File: src/rtl/arith_pkg.sv
// Shared definitions for the small arithmetic units (muladd, div):
// operand/result widths, iteration count and the common control states.
package arith_pkg;

    localparam int OPW   = 4;   // operand width
    localparam int RESW  = 8;   // result width
    localparam int STEPS = 4;   // shift/add iterations per operation

    typedef enum logic [1:0] {
        IDLE = 2'd0,
        BUSY = 2'd1,
        DONE = 2'd2
    } state_t;

endpackage : arith_pkg

File: src/rtl/muladd.sv
// Sequential shift-and-add multiplier with addend: ry = a * b + c.
// Always takes exactly STEPS iterations after the load edge (no early exit).
// Rebuilds a dividend from the quotient, divisor and remainder produced by div.
module muladd
    import arith_pkg::*;
(
    input  logic             clk,
    input  logic             rst,    // asynchronous, active-low
    input  logic             ld,
    input  logic [OPW-1:0]   a,
    input  logic [OPW-1:0]   b,
    input  logic [OPW-1:0]   c,
    output logic [RESW-1:0]  ra,
    output logic [OPW-1:0]   rb,
    output logic [RESW-1:0]  ry,
    output logic             busy,
    output logic             done
);

    localparam logic [1:0] LAST_STEP = 2'(STEPS - 1);

    state_t            state_reg;
    logic [1:0]        cnt_reg;
    logic [RESW-1:0]   ra_reg;
    logic [OPW-1:0]    rb_reg;
    logic [RESW-1:0]   ry_reg;

    // Control: state and step counter; a load restarts from any state.
    always_ff @(posedge clk or negedge rst) begin
        if (!rst) begin
            state_reg <= IDLE;
            cnt_reg   <= 2'd0;
        end else if (ld) begin
            state_reg <= BUSY;
            cnt_reg   <= 2'd0;
        end else begin
            case (state_reg)
                BUSY: begin
                    cnt_reg <= cnt_reg + 2'd1;
                    if (cnt_reg == LAST_STEP) begin
                        state_reg <= DONE;
                    end
                end
                default: begin
                    // IDLE and DONE hold until the next load
                end
            endcase
        end
    end

    // Datapath: load operands, then conditionally add and shift once per BUSY cycle.
    always_ff @(posedge clk or negedge rst) begin
        if (!rst) begin
            ra_reg <= '0;
            rb_reg <= '0;
            ry_reg <= '0;
        end else if (ld) begin
            ra_reg <= {{(RESW-OPW){1'b0}}, a};
            rb_reg <= b;
            ry_reg <= {{(RESW-OPW){1'b0}}, c};
        end else if (state_reg == BUSY) begin
            // 15*15+15 = 240 fits in RESW bits, so no carry-out is kept
            if (rb_reg[0]) begin
                ry_reg <= ry_reg + ra_reg;
            end
            ra_reg <= {ra_reg[RESW-2:0], 1'b0};
            rb_reg <= {1'b0, rb_reg[OPW-1:1]};
        end
    end

    assign ra   = ra_reg;
    assign rb   = rb_reg;
    assign ry   = ry_reg;
    // Status flags decode the state register only; no path from ld.
    assign busy = (state_reg == BUSY);
    assign done = (state_reg == DONE);

endmodule : muladd

File: config.mk
export PLATFORM = sky130hd
export DESIGN_NAME = muladd
export DESIGN_NICKNAME = d
export VERILOG_FILES = /design/src/rtl/arith_pkg.sv /design/src/rtl/muladd.sv
export SDC_FILE = /design/constraint.sdc
export NUM_CORES = 1
export LEC_CHECK = 0
export CAP_MARGIN = 20
export CORE_MARGIN = 3
export CORE_UTILIZATION = 43
export CTS_CLUSTER_SIZE = 40
export DETAILED_ROUTE_END_ITERATION = 10
export HOLD_SLACK_MARGIN = 0.03
export PLACE_DENSITY_LB_ADDON = 0.08
export REMOVE_ABC_BUFFERS = 1
export SKIP_CTS_REPAIR_TIMING = 1
export SYNTH_ARGS = -nofsm -noshare
export SYNTH_HDL_FRONTEND = slang
export SYNTH_SLANG_ARGS = --single-unit
File: constraint.sdc
create_clock -name clk -period 1.97 [get_ports clk]
set_clock_uncertainty 0.05 [all_clocks]
set_input_delay 0.2955 -clock clk [delete_from_list [all_inputs] [get_ports clk]]
set_output_delay 0.2955 -clock clk [all_outputs]
set_load 0.005 [all_outputs]
---- After elaboration in Yosys (flattened, before gate mapping) ----
Index checks and enable logic that the tools add are counted.
storage, ports and cells
  bits in registers ....................... 24
  input port bits ......................... 15
  output and inout bits ................... 22
  logic and storage cells ................. 27
operators by class
  $add $sub $neg .......................... 2
  equality and inequality tests ........... 3
  muxes and demuxes ....................... 12
  reduce and logical (&&, ||, !) cells .... 5
operators by type and width
  cell                                                 number
  2-to-1 mux 8 bit                                     5
  2-to-1 mux 2 bit                                     5
  adder 8 bit                                          1
  2-to-1 mux 4 bit                                     2
  nonzero test 2 bit                                   3
  equality test 2 bit, second input constant           2
  AND reduction 2 bit                                  2
  adder 2 x 1 -> 2 bit, second input constant          1
  equality test 2 x 1 -> 1 bit, second input constant  1

---- Longest topological paths before layout ----
  depth in word-level cells ............... 4
  gate-level depth with buffers ........... 8
  mapped depth without buffers ............ 8

---- Worst setup path before layout ----
No wires, ideal clock.
  path kind ............................... reg-to-reg
  start ................................... reg ra_reg[1], in the netlist ra[1]
  end ..................................... reg ry_reg[7], in the netlist ry[7]
  path slack .............................. -0.067 ns
  cell stages (with the launch flop) ...... 7
  data arrival time ....................... 1.914 ns
  clock period less this slack ............ 2.037 ns
  path buffers ............................ 0
  setup time .............................. 0.073 ns
  data required time ...................... 1.847 ns
  path through ............................ dfrtp_1 -> ha_1 -> a211oi_2 -> nor3_1 -> or4_4 -> a31o_1 -> a21oi_2
on the way
  word-level cells in the longest chain between the ends .. 4
ends and longest elaborated chain
  item                    RTL line      source
  from (decl)             muladd.sv:24  logic [RESW-1:0] ra_reg;
  from (signal assigned)  muladd.sv:58  ra_reg <= {{(RESW-OPW){1'b0}}, a};
  from (signal assigned)  muladd.sv:66  ra_reg <= {ra_reg[RESW-2:0], 1'b0};
  adder 8 bit             muladd.sv:64  ry_reg <= ry_reg + ra_reg;
  2-to-1 mux 8 bit        muladd.sv:63  if (rb_reg[0]) begin
  2-to-1 mux 8 bit        muladd.sv:61  end else if (state_reg == BUSY) begin
  2-to-1 mux 8 bit        muladd.sv:57  end else if (ld) begin
  to (signal assigned)    muladd.sv:60  ry_reg <= {{(RESW-OPW){1'b0}}, c};
  to (signal assigned)    muladd.sv:64
  to (decl)               muladd.sv:26  logic [RESW-1:0] ry_reg;
No other way between the ends. The select of a mux whose other input is x is not followed.
A chain may end at the register's enable or synchronous reset.

---- Worst setup path after layout ----
  start ................................... reg ry_reg[1], in the netlist ry[1]
  end ..................................... reg ry_reg[7], in the netlist ry[7]
on the way
  word-level cells in the longest chain between the ends .. 4
ends and longest elaborated chain
  item              RTL line
  adder 8 bit       muladd.sv:64
  2-to-1 mux 8 bit  muladd.sv:63
  2-to-1 mux 8 bit  muladd.sv:61
  2-to-1 mux 8 bit  muladd.sv:57
No other way between the ends. The select of a mux whose other input is x is not followed.

==> Flow_metrics.wiki <==
{| class="wikitable"
! Metric !! Value
|-
| Number of top-level pins || 37
|-
| Post-synthesis share of cell area spent on xor and xnor gates || 0.006335
|-
| Synthesized instance count || approximately 150
|-
| Number of placed instances with taps included || ~240
|-
| Result of the run || completed
|-
| Number of placement rows || 19
|-
| Final core area utilization || 0.6963
|-
| Final estimated routing congestion in global placement || 0.7755
|-
| Overflow left after global routing || 0
|-
| Detailed-routing iteration count for the pre-antenna-repair pass || 4
|-
| Combinational family with the most area after synthesis || simple AND/OR/NAND/NOR gates
|-
| Crit path largest cell delay || between 500 and 600 ps
|-
| Share of post-route cells with drive strength above 1 || 0.2020
|-
| Port Buffers || 36
|-
| Unrepaired setup endpoints after global routing || yes
|-
| Share of synthesized cell area in full adder, half adder and majority cells || 0.08688
|-
| Compound-cell area share of the yosys netlist || 0.1828
|-
| Setup slack on the worst flop-to-flop path || roughly 34 ps
|-
| Critical R2R Launch || ry[1]$_DFFE_PN0P_
|-
| Static Leakage || 0.8406 nW
|-
| CTS H-tree depth || 1
|-
| Mean instance size in the synthesized netlist || 9.156 sq um
|-
| Worst-margin pin slew || 466.1 ps
|-
| Tcrit/Tclk final || 0.9829
|-
| Final WL || 3466 um
|-
| Shortest period the worst path allows || approximately 1900 ps
|-
| CTS tree || built
|-
| Arrival @ worst endpoint || 2140 ps
|-
| Maximum fanout encountered on the critical timing path || 2
|-
| DRC violations left || 0
|-
| Hold WC Path Type || in2async
|-
| Setup-violating endpoint count in the final report || 0
|-
| R2r worst-path depth || 6
|-
| Power per cell area || ~900 mW/mm^2
|-
| Maximum buffer depth of the clock tree || 2
|-
| Post-synthesis mux area share || 0.04344
|-
| Crit path required time || roughly 2200 ps
|-
| Number of pins exceeding their max-slew limit in the final report || 0
|-
| Highest Clock Rate || 0.5165 GHz
|-
| Clock-pin slew of the registers on the worst-case setup and hold paths || 150 ps
|-
| Global-route usage over all layers || 0.1806
|-
| Top cells by count, synth || 28 x nand2_1, 24 x dfrtp_1, 14 x o21ai_0
|-
| Number of global-route vias before repair || 1289
|-
| Most instantiated library cell after synthesis || nand2_1
|-
| Routed wirelength normalized by instance count || 14.15 um
|-
| Relative area change from synthesis to final layout || 46.06%
|-
| Endpoint of the worst register-to-register path || ry[7]$_DFFE_PN0P_
|-
| Effective utilization at floorplan || 0.4767
|-
| Count of distinct cell types in the synthesized netlist || 38
|-
| Flops & latches, synth || 24
|-
| Via count || 1276
|-
| Die Width || 62.71 um
|-
| Worst VDD drop || 0.5017 mV
|-
| Rel. slew slack || 0.6883
|-
| Clock Sink Count || 24
|-
| Delay-heaviest family, CP || simple AND/OR/NAND/NOR gates
|-
| Antenna violations before repair || 0
|-
| Slowest stage cell on the critical path || or4_4
|-
| Sequential fraction of the synthesis area || 0.4344
|-
| Max-Cap Viols || 0
|-
| Maximum number of pins on one net before global-route repair || 27
|-
| Top post-synthesis cells by area || dfrtp_1 43%, nand2_1 7.6%, ha_1 7.2%, o21ai_0 5.1%, mux2i_1 4.3%
|-
| Number of vias per cell || 5.208
|-
| Clock latency reported for the late side of the worst-skew pair || 320 ps
|-
| Startpoint type of the worst setup path || flip-flop
|-
| Height of the die || 62.71 um
|-
| Buffer type at the clock tree root || clkbuf_4
|-
| Die ar. || between 0.003 and 0.004 sq mm
|-
| Diode count || 0
|-
| Standard cell core area || 0.002900 sq mm
|-
| Final WS setup || 33.72 ps
|-
| Routed Antenna Nets || 0
|-
| Final nets || 229
|-
| Worst-path cell chain || ha_4 -> a211oi_4 -> nor3_2 -> or4_4 -> a31o_1 -> a21oi_2
|-
| WS Path Type || reg2reg
|-
| Leading register cell type out of synthesis || dfrtp_1
|-
| First-pass GRT wire length || 5823 um
|-
| Share of flip-flops with an asynchronous set or reset after synthesis || 1.000
|-
| Number of enable flip-flop cells after synthesis || 0
|-
| Nature of the critical path endpoint || flip-flop
|-
| Detailed-placement wirelength estimate || around 2500 um
|-
| Cell accounting for the most synthesized area || dfrtp_1
|-
| Simple-Gate Fraction of Synth Area || 0.2027
|-
| Synth warnings || 0
|-
| Post-synth top area share || 0.4344
|-
| Worst-case setup slack after placement || -76.16 ps
|-
| Violation count after the first detailed-routing iteration || 65
|-
| Number of buffers created by CTS || 3
|-
| Filler-free cell count of the finished design || about 250
|-
| Combined area of all synthesized cells || 0.001383 sq mm
|-
| Buffers and inverters on the worst path || 0
|-
| Number of hold-slack violations in the final timing report || 0
|}
## layer usage
metal | GRT usage | share of wire | up-vias
met5 | 0 | 0 | -
met4 | 0.05785 | 0.0058 | 0
met3 | 0.03237 | 0.042 | 2
met2 | 0.3156 | 0.49 | 34
met1 | 0.2245 | 0.46 | 610
li1 | - | - | 630
## power breakdown
group	internal (mW)	switching [mW]	leakage [nW]
Clock	0.0714	0.151	0.0138
Sequential	0.588	0.0926	0.305
Combinational	0.533	0.430	0.521
## kinds of logic (layout without fill, tap and decap cells)
group                    after synthesis  count (layout)
AO/OA/AOI/OAI                         41              41
XOR/XNOR                               1               1
adder cells (fa/ha/maj)                9               9
buffers and inverters                 14              66
flip-flops                            24              24
multiplexers                           6               6
AND/OR/NAND/NOR                       56              56
## layout make-up
cell class	count	area, sq um
clock buffer	3	22.52
fill	241	880.8
inverter	7	26.28
multi-input combinational	113	799.5
sequential	24	600.6
tap	42	52.55
timing repair buffer	56	518.0
## worst max path at each step
stage | start | to | slack, ps | cells after the start
after floorplan | ra[1]$_DFFE_PN0P_ | ry[7]$_DFFE_PN0P_ | -70 | 6
after global placement | ra[1]$_DFFE_PN0P_ | ry[7]$_DFFE_PN0P_ | -50 | 6
after detailed placement | ra[1]$_DFFE_PN0P_ | ry[7]$_DFFE_PN0P_ | -80 | 6
after CTS | ra[1]$_DFFE_PN0P_ | ry[7]$_DFFE_PN0P_ | -90 | 6
after global routing | ry[0]$_DFFE_PN0P_ | ry[6]$_DFFE_PN0P_ | -50 | 8
final | ry[1]$_DFFE_PN0P_ | ry[7]$_DFFE_PN0P_ | 30 | 6
## layout by cell type, fill, tap and decap left out, types with 2 or more instances in the layout
master	count
nand2_1	28
nand4_1	2
o21ai_0	14
o21a_1	2
and2_1	2
buf_4	18
nor3_1	2
ha_4	4
mux2i_1	6
inv_1	5
nor4b_1	2
dfrtp_1	24
nor2b_1	2
clkbuf_4	3
a21oi_1	11
nor2_1	4
ha_1	3
buf_6	2
inv_2	2
nand3_1	5
nand2b_1	2
clkdlybuf4s50_1	36
## through the flow
stage	instance area [sq um]	setup TNS [ps]	hold WS, ps	total power [mW]
floorplan	1349	-67.01	-50.09	1.105
global placement	1904	-45.14	460.8	1.523
detailed placement	1904	-113.2	480.2	1.549
CTS	1927	-175.5	277.5	1.769
global route	2019	-111.5	262.2	2.018
finish	2019	0	264.0	1.865
(Power assumes the default switching activity.)
